`src/rtl/pe_mac_tree_acc.sv`:
```
// pe_mac_tree_acc: multiply-accumulate processing element for the conv array.
// LANES signed ifm x wgt products are reduced by a registered adder tree. Each
// tree adder is either exact or approximate (OR of the low bits), chosen per beat.
// The tree sum then feeds a saturating window accumulator that emits one result
// per first..last window.
module pe_mac_tree_acc #(
   parameter int LANES       = 4,
   parameter int DATA_W      = 8,
   parameter int ACC_W       = 32,
   parameter int APPROX_BITS = 6
) (
   input  logic                      clk,
   input  logic                      rst_n,
   input  logic                      in_valid,
   input  logic                      in_first,
   input  logic                      in_last,
   input  logic                      approx_en,
   input  logic [LANES*DATA_W-1:0]   ifm_in,
   input  logic [LANES*DATA_W-1:0]   wgt_in,
   output logic signed [ACC_W-1:0]   p_sum,
   output logic                      out_valid,
   output logic                      out_sat
);

   localparam int LVLS   = $clog2(LANES);
   localparam int PROD_W = 2*DATA_W;
   // Every tree node is held at the final tree width. Each level's value fits
   // its own narrower width, so widening changes neither the exact sums nor the
   // approximate ones.
   localparam int SUM_W  = PROD_W + LVLS;
   localparam int ACC_X  = ACC_W + 1;
   localparam logic [SUM_W-1:0] LOW_MASK = SUM_W'((65'(1) << APPROX_BITS) - 65'(1));

   // Signed lane product, sign-extended to the tree node width.
   function automatic logic signed [SUM_W-1:0] mul_ext(input logic signed [DATA_W-1:0] a,
                                                       input logic signed [DATA_W-1:0] b);
      logic signed [PROD_W-1:0] p;
      p = PROD_W'(a) * PROD_W'(b);
      return SUM_W'(p);
   endfunction

   // Tree adder. In approximate mode the low field is a|b. The upper field is
   // added with its low bits masked to zero, so no carry can leave the low part.
   function automatic logic signed [SUM_W-1:0] tree_add(input logic signed [SUM_W-1:0] a,
                                                        input logic signed [SUM_W-1:0] b,
                                                        input logic approx);
      logic [SUM_W-1:0] hi;
      if (!approx) return a + b;
      hi = (a & ~LOW_MASK) + (b & ~LOW_MASK);
      return hi | ((a | b) & LOW_MASK);
   endfunction

   logic signed [SUM_W-1:0] prod_ext [LANES];
   // Level 0 holds the products; level k holds LANES>>k partial sums.
   logic signed [SUM_W-1:0] node_reg [LVLS+1][LANES];
   logic [LVLS:0]           valid_reg, first_reg, last_reg;
   logic [LVLS-1:0]         approx_reg;

   genvar gi;
   generate
      for (gi = 0; gi < LANES; gi++) begin : g_lane
         assign prod_ext[gi] = mul_ext(ifm_in[gi*DATA_W +: DATA_W], wgt_in[gi*DATA_W +: DATA_W]);
      end
   endgenerate

   // Product stage and tree levels. The beat tags shift along with the data.
   always_ff @(posedge clk or negedge rst_n) begin
      if (!rst_n) begin
         for (int k = 0; k <= LVLS; k++)
            for (int j = 0; j < LANES; j++)
               node_reg[k][j] <= '0;
         valid_reg  <= '0;
         first_reg  <= '0;
         last_reg   <= '0;
         approx_reg <= '0;
      end else begin
         for (int j = 0; j < LANES; j++)
            node_reg[0][j] <= prod_ext[j];
         for (int k = 1; k <= LVLS; k++)
            for (int j = 0; j < LANES; j++)
               if (j < (LANES >> k))
                  node_reg[k][j] <= tree_add(node_reg[k-1][2*j], node_reg[k-1][2*j+1],
                                             approx_reg[k-1]);
               else
                  node_reg[k][j] <= '0;
         valid_reg     <= {valid_reg[LVLS-1:0], in_valid};
         first_reg     <= {first_reg[LVLS-1:0], in_first};
         last_reg      <= {last_reg[LVLS-1:0],  in_last};
         approx_reg[0] <= approx_en;
         for (int k = 1; k < LVLS; k++)
            approx_reg[k] <= approx_reg[k-1];
      end
   end

   logic signed [ACC_W-1:0] acc_reg, tsum_ext, acc_base, acc_next;
   logic signed [ACC_X-1:0] acc_wide;
   logic                    sat_reg, ovf, sat_next;

   // Next accumulator value. A first beat restarts the window from zero.
   // The sum is one bit wider so that overflow is seen before the clamp.
   always_comb begin
      tsum_ext = ACC_W'(node_reg[LVLS][0]);
      acc_base = first_reg[LVLS] ? '0 : acc_reg;
      acc_wide = ACC_X'(acc_base) + ACC_X'(tsum_ext);
      ovf      = acc_wide[ACC_W] != acc_wide[ACC_W-1];
      if (!ovf)
         acc_next = acc_wide[ACC_W-1:0];
      else if (acc_wide[ACC_W])
         acc_next = {1'b1, {(ACC_W-1){1'b0}}};
      else
         acc_next = {1'b0, {(ACC_W-1){1'b1}}};
      sat_next = ovf | (~first_reg[LVLS] & sat_reg);
   end

   // Accumulate valid beats and publish the window result on a last beat.
   always_ff @(posedge clk or negedge rst_n) begin
      if (!rst_n) begin
         acc_reg   <= '0;
         sat_reg   <= 1'b0;
         p_sum     <= '0;
         out_sat   <= 1'b0;
         out_valid <= 1'b0;
      end else begin
         out_valid <= valid_reg[LVLS] & last_reg[LVLS];
         if (valid_reg[LVLS]) begin
            acc_reg <= acc_next;
            sat_reg <= sat_next;
            if (last_reg[LVLS]) begin
               p_sum   <= acc_next;
               out_sat <= sat_next;
            end
         end
      end
   end

endmodule

```
`config.mk`:
```
export PLATFORM = sky130hd
export DESIGN_NAME = pe_mac_tree_acc
export DESIGN_NICKNAME = d
export VERILOG_FILES = /design/src/rtl/pe_mac_tree_acc.sv
export SDC_FILE = /design/constraint.sdc
export NUM_CORES = 1
export LEC_CHECK = 0
export CORE_MARGIN = 1
export CORE_UTILIZATION = 40
export DETAILED_ROUTE_END_ITERATION = 8
export PLACE_DENSITY_LB_ADDON = 0.08
export SYNTH_ARGS = -nofsm -noshare
export SYNTH_HDL_FRONTEND = slang
export SYNTH_SLANG_ARGS = --single-unit
```
`constraint.sdc`:
```
create_clock -name clk -period 3.4 [get_ports clk]
set_clock_uncertainty 0.15 [all_clocks]
set_input_delay 0.51 -clock clk [delete_from_list [all_inputs] [get_ports clk]]
set_output_delay 0.51 -clock clk [all_outputs]
set_load 0.05 [all_outputs]
```
==> reports/qor.csv, run 1 <==
stage;metric;value;unit
outcome;status;finished with violations;
outcome;violations;negative setup slack;
timing;rsz0062_at_grt;true;
placed_design;gp_congestion;0.868;
layout;final-seq-area;4860;um2
power_and_ir_drop;ir_worst_vdd;0.000493;V
timing;fmax;0.239;GHz
drt;drtIter0Drc;659;
placed_design;dp.final_hpwl;38.1;mm
layout;postLayoutCellArea;27800;um2
layout;final_cell_mix;357 x inv_1, 320 x buf_4, 216 x fa_1;
cts;numCtsBuffers;17;
layout;drive_above_1_share;0.321;
synthesis;synthArstFlopShare;1.00;
drt;drc;0;
global_route;grt_pass1_wl;81.6;mm
power_and_ir_drop;leakagePower;13.3;nW
drt;first_pass_iters;5;
die;die_area;52200;um2
die;die_w;229;um
synthesis;syn-num-nets;2695;
timing;worst_slew_pin_slew;956;ps
synthesis;synth_edf_count;0;
timing;timing.final.ws_setup;-793;ps
cts;clk_path_buf_depth;2;
critical_path;timing.rr.start;first_reg[2];
global_route;grt_usage;0.191;
synthesis;synthCells;2183;
die;row_count;82;
critical_path;required;3640;ps
synthesis;syn_avg_cell_area;9.40;um2
synthesis;synthDistinctLibCells;78;
die;ios;104;
cts;numClockSinks;194;
timing;fin_crit_sh;1.23;
cts;cts-root-buf;clkbuf_16;
global_route;grt_max_degree;116;
layout;largest_register_ffs;116;
cts;htreeDepth;4;
critical_path;crit_path_start_kind;primary input;
cts;clk_latency;470;ps
timing;report.final.slew_viol_count;0;
critical_path;rr_worst_depth;16;
critical_path;arrival;4430;ps
layout;final_nets;3147;
cts;hold_buffers;0;
power_and_ir_drop;power.density;956;nW/um2
synthesis;yosys_warnings;0;
cts;cts_tree;yes;
drt;vias;15700;
synthesis;synth_area;20500;um2
timing;hold_viol_final;0;
critical_path;cp-end-kind;register;
synthesis;synth_flop_cell;dfrtp_1;
cts;clkTransAtPathRegs;80;ps
global_route;antenna_found_initial;0;
drt;post_drt_wl_per_cell;14.5;um
synthesis;yosysSeqAreaShare;0.236;
die;die_h;229;um
layout;mostFrequentLayoutCell;inv_1;
min_path;hp-class;primary input to async pin;
drt;ant_nets;0;
placed_design;port_buffers;103;
synthesis;yosys_register_bits;194;
critical_path;path_max_fanout;5;
timing;final.min_clock_period;4190;ps
die;start_util;0.408;
drt;wl;48.2;mm
die;coreArea;50400;um2
placed_design;dpl_worst_slack;-1840;ps
layout;multi_input_area;15800;um2
global_route;grt_pass1_vias;16600;
global_route;gr-total-overflow;0;
critical_path;rrSetupSlack;-40;ps
timing;max_slew_margin;0.363;
timing;setup_viol;63;
drt;vias_per_cell;4.73;
critical_path;worstSetupPathType;primary input to register;
timing;fin_setup_tns;-14240;ps
layout;insertedDiodeCount;0;
critical_path;rr_endpoint;acc_reg[26];
critical_path;crit_start;ifm_in[20];
layout;syn_to_final_growth;35.2;%
placed_design;placed_area;24700;um2
run;maxCapViolCount;0;
layout;nFillCells;4513;
-- synthesized netlist by cell type (7+ instances only) --
master | number | share of area
a211oi_1 | 9 | 0.0033
a21boi_0 | 12 | 0.0044
a21o_1 | 32 | 0.012
a21oi_1 | 130 | 0.032
a21oi_2 | 12 | 0.0051
a31oi_1 | 10 | 0.0030
and2_1 | 178 | 0.054
and3_1 | 7 | 0.0021
buf_6 | 8 | 0.0044
clkbuf_1 | 19 | 0.0035
dfrtp_1 | 194 | 0.24
fa_1 | 227 | 0.22
ha_1 | 215 | 0.13
inv_1 | 407 | 0.074
nand2_1 | 128 | 0.023
nand2b_1 | 27 | 0.0082
nand3_1 | 14 | 0.0034
nand4_1 | 7 | 0.0021
nor2_1 | 120 | 0.022
nor2b_1 | 67 | 0.020
nor3_1 | 22 | 0.0054
o211ai_1 | 8 | 0.0029
o21a_1 | 18 | 0.0066
o21ai_0 | 69 | 0.017
o21ai_1 | 9 | 0.0022
or2_2 | 7 | 0.0021
or3_1 | 14 | 0.0043
xnor2_1 | 88 | 0.038
xor2_1 | 26 | 0.011
-- critical path, cell delays in order --
cell      delay (ps)
buf_8            100
and2_4           150
fa_1             540
inv_2             40
fa_1             480
inv_2             40
fa_1             520
inv_1             50
fa_1             490
inv_2             40
ha_4             230
o21ai_4           70
a21boi_2          80
o21ai_1          130
nand2b_1          90
a21o_1           160
a21o_1           170
or4_1            400
nand4b_1         120
-- metrics by stage --
step,hold slack (ps),power (mW),cells,util
5_1_grt,70.5,29.1,3320,0.551
3_5_place_dp,186,21.1,3229,0.491
3_3_place_gp,184,20.9,3229,0.491
2_1_floorplan,64.4,15.5,2183,-
6_report,1.20,26.5,3320,0.551
4_1_cts,54.5,25.6,3313,0.535
-- where the power goes --
group          switching, mW  internal, mW  total [mW]
Sequential             0.597          3.48        4.08
Clock                   1.01          1.13        2.15
Combinational           10.2          10.1        20.3
Total                   11.9          14.7        26.5
-- layout make-up --
| class | count | share of cell area |
|---|---|---|
| flip-flops and latches | 194 | 0.175 |
| well taps | 672 | 0.0303 |
| clock buffers | 17 | 0.0153 |
| inverters | 409 | 0.0553 |
| repair buffers | 461 | 0.146 |
| multi-input cells | 1552 | 0.570 |
| clock inverters | 15 | 0.00794 |
-- repair_timing --
item | in CTS | in global routing
gates resized for setup | 598 | 196
cloned | 6 | 1
endpoints found under the setup margin | 108 | 101
buffers inserted | 59 | 23
pin swaps | 185 | 147
-- worst max-delay path by stage --
stage	end	slack, ps
final	node_reg[176]	-790
after floorplan	node_reg[176]	-1010
after global routing	node_reg[175]	-920
after global placement	node_reg[177]	-1730
after detailed placement	node_reg[176]	-1840
after CTS	node_reg[157]	-830
-- logic make-up (layout without fill, tap and decap cells) --
| logic type | after synthesis | in the layout | share of synthesized area |
|---|---|---|---|
| flip-flops | 194 | 194 | 0.236 |
| AO/OA/AOI/OAI | 366 | 366 | 0.115 |
| multiplexers | 9 | 9 | 0.00457 |
| buffers and inverters | 439 | 902 | 0.0833 |
| adder cells (fa/ha/maj) | 442 | 442 | 0.352 |
| AND/OR/NAND/NOR | 618 | 620 | 0.158 |
| XOR/XNOR | 115 | 115 | 0.0500 |
-- metal layers --
layer  track usage  vias up  part of all wire  routed length, um
met5             0        -                 0                  0
met4        0.0493        0             0.016                769
met3        0.0176       46             0.020                972
met2         0.320      195              0.48              23300
met1         0.265     7611              0.48              23100
li1              -     7856                 -                  -
Power figures use the tool's default switching activity.
==> run 2, diff against run 1 <==
Settings changed: CTS_CLUSTER_DIAMETER set to 30.
==> results of run 2 <==
No change in the layout: final DEF, timing and power equal those of run 1.
==> run 3, diff against run 2 <==
Settings changed: GPL_ROUTABILITY_DRIVEN set to 0.
==> reports/qor.csv, run 3 (synthesis results as in run 1) <==
stage;metric;value;unit;change
drt;first_pass_iters;4;;was 5
drt;post_drt_wl_per_cell;14.2;um;was 14.5 um
layout;final_cell_mix;360 x inv_1, 327 x buf_4, 216 x fa_1;;was 357 x inv_1, 320 x buf_4, 216 x fa_1
cts;cts_tree;yes;;unchanged
die;coreArea;50400;um2;unchanged
cts;clk_latency;440;ps;was 470 ps
power_and_ir_drop;leakagePower;13.5;nW;was 13.3 nW
power_and_ir_drop;combPwrFrac;0.772;;was 0.765
global_route;gr-total-overflow;0;;unchanged
drt;drc;0;;unchanged
timing;worst_slew_pin_slew;883;ps;was 956 ps
placed_design;dpl_worst_slack;-1810;ps;was -1840 ps
critical_path;crit_slowest_cell;fa_1;;unchanged
critical_path;crit_family;adder cells;;unchanged
run;maxCapViolCount;0;;unchanged
power_and_ir_drop;clkPwrFrac;0.075;;was 0.081
cts;cts-root-buf;clkbuf_16;;unchanged
layout;mostFrequentLayoutCell;inv_1;;unchanged
cts;numClockSinks;194;;unchanged
critical_path;cpPeakStageDelay;550;ps;was 540 ps
power_and_ir_drop;swShare;0.447;;about the same
power_and_ir_drop;ir_worst_vdd;0.000411;V;was 0.000493 V
drt;vias_per_cell;4.74;;was 4.73
critical_path;worstSetupPathType;primary input to register;;unchanged
timing;hold_viol_final;0;;unchanged
cts;htreeDepth;4;;unchanged
critical_path;crit_path_start_kind;primary input;;unchanged
power_and_ir_drop;p_seq_frac;0.153;;was 0.154
drt;drtIter0Drc;620;;was 659
critical_path;crit_path_cell_trace;buf_8 -> and2_4 -> fa_1 -> inv_2 -> fa_1 -> inv_2 -> fa_1 -> inv_1 -> fa_1 -> inv_2 -> ha_4 -> buf_12 -> nand2b_4 -> a21boi_2 -> o311a_1 -> o21a_1 -> o21ai_2 -> nor2b_4 -> xnor2_2;;was buf_8 -> and2_4 -> fa_1 -> inv_2 -> fa_1 -> inv_2 -> fa_1 -> inv_1 -> fa_1 -> inv_2 -> ha_4 -> o21ai_4 -> a21boi_2 -> o21ai_1 -> nand2b_1 -> a21o_1 -> a21o_1 -> or4_1 -> nand4b_1
layout;nFillCells;4559;;was 4513
placed_design;dp.final_hpwl;37.9;mm;was 38.1 mm
timing;max_slew_margin;0.408;;was 0.363
global_route;grt_pass1_vias;16600;;about the same
cts;numCtsBuffers;17;;unchanged
timing;hold-worst-slack;201;ps;was 1.20 ps
timing;rsz0062_at_grt;true;;unchanged
placed_design;port_buffers;103;;unchanged
timing;fin_crit_sh;1.24;;was 1.23
cts;clkTransAtPathRegs;80;ps;about the same
die;ios;104;;unchanged
timing;fmax;0.237;GHz;was 0.239 GHz
critical_path;arrival;4440;ps;was 4430 ps
drt;wl;47.5;mm;was 48.2 mm
power_and_ir_drop;power.density;946;nW/um2;was 956 nW/um2
layout;largest_register_ffs;116;;unchanged
die;start_util;0.408;;unchanged
layout;syn_to_final_growth;36.8;%;was 35.2%
outcome;status;finished with violations;;unchanged
timing;fin_setup_tns;-15240;ps;was -14240 ps
timing;setup_viol;34;;was 63
power_and_ir_drop;intPower;14.7;mW;about the same
global_route;grt_max_degree;75;;was 116
outcome;violations;negative setup slack;;unchanged
critical_path;required;3620;ps;was 3640 ps
power_and_ir_drop;power.switching;11.9;mW;about the same
layout;insertedDiodeCount;0;;unchanged
placed_design;placed_cells;3245;;was 3229
timing;timing.final.ws_setup;-820;ps;was -793 ps
timing;final.min_clock_period;4220;ps;was 4190 ps
critical_path;cpMostUsedCell;fa_1;;unchanged
critical_path;cp-end-kind;register;;unchanged
die;row_count;82;;unchanged
die;die_area;52200;um2;unchanged
global_route;grt_pass1_wl;81.0;mm;was 81.6 mm
global_route;grt_usage;0.187;;was 0.191
global_route;antenna_found_initial;1;;was 0
cts;clk_path_buf_depth;2;;unchanged
timing;report.final.slew_viol_count;0;;unchanged
drt;vias;15800;;was 15700
layout;drive_above_1_share;0.332;;was 0.321
die;die_w;229;um;unchanged
critical_path;path_max_fanout;3;;was 5
layout;final_nets;3168;;was 3147
drt;ant_nets;0;;unchanged
power_and_ir_drop;p_total;26.6;mW;was 26.5 mW
die;die_h;229;um;unchanged
critical_path;timing.critical_path.buf_inv;6;;was 5
min_path;hp-class;register to register;;was primary input to async pin
layout;layoutNonFillerInstCount;3341;;was 3320
[run 3: cell type report]
| type | instances | area, um2 | share of cell area |
|---|---|---|---|
| Multi-Input combinational cell | 1553 | 16000 | 0.570 |
| Tap cell | 672 | 841 | 0.0299 |
| Inverter | 409 | 1540 | 0.0547 |
| Timing Repair Buffer | 481 | 4250 | 0.151 |
| Clock buffer | 19 | 453 | 0.0161 |
| Sequential cell | 194 | 4860 | 0.173 |
| Clock inverter | 13 | 141 | 0.00504 |
[run 3: stage by stage]
step | cell area, um2 | util
global placement | 24800 | 0.493
finish | 28100 | 0.557
global route | 28100 | 0.557
CTS | 26600 | 0.529
detailed placement | 24800 | 0.493
floorplan | 20700 | -
[run 3: final timing paths]
check                                   from  cells after the start            end  slack (ps)
worst max-delay path              ifm_in[19]                     19  node_reg[175]        -820
worst min-delay path             last_reg[0]                      0    last_reg[1]         200
min in group asynchronous              rst_n                      2  node_reg[149]         490
worst min register to register   last_reg[0]                      0    last_reg[1]         200
max in group asynchronous              rst_n                      3   first_reg[2]        1550
worst max register to register  first_reg[2]                     16      p_sum[13]         -10
[run 3: power groups by stage]
| stage | registers [mW] | clock network, mW | logic [mW] |
|---|---|---|---|
| final | 4.07 | 2.00 | 20.5 |
| after global routing | 4.19 | 2.16 | 22.7 |
| after CTS | 4.07 | 2.07 | 18.9 |
| after global placement | 4.09 | 0 | 16.8 |
| after detailed placement | 4.09 | 0 | 17.0 |
| after floorplan | 4.53 | 0 | 10.9 |
[run 3: per-layer routing]
layer / GRT usage / routed length [um] / vias to the layer above
met5: 0 / 0 / -
met4: 0.0323 / 549 / 0
met3: 0.0167 / 832 / 37
met2: 0.323 / 23200 / 141
met1: 0.259 / 22900 / 7736
li1: - / - / 7909
[run 3: what timing repair did]
item                       4_1_cts  5_1_grt
buffers inserted                38       41
setup endpoints to repair      108      101
pin swaps                      148      180
gates resized for setup        551      284
hold buffers                     1        0
cloned                           5        1
hold endpoints to repair        70        0
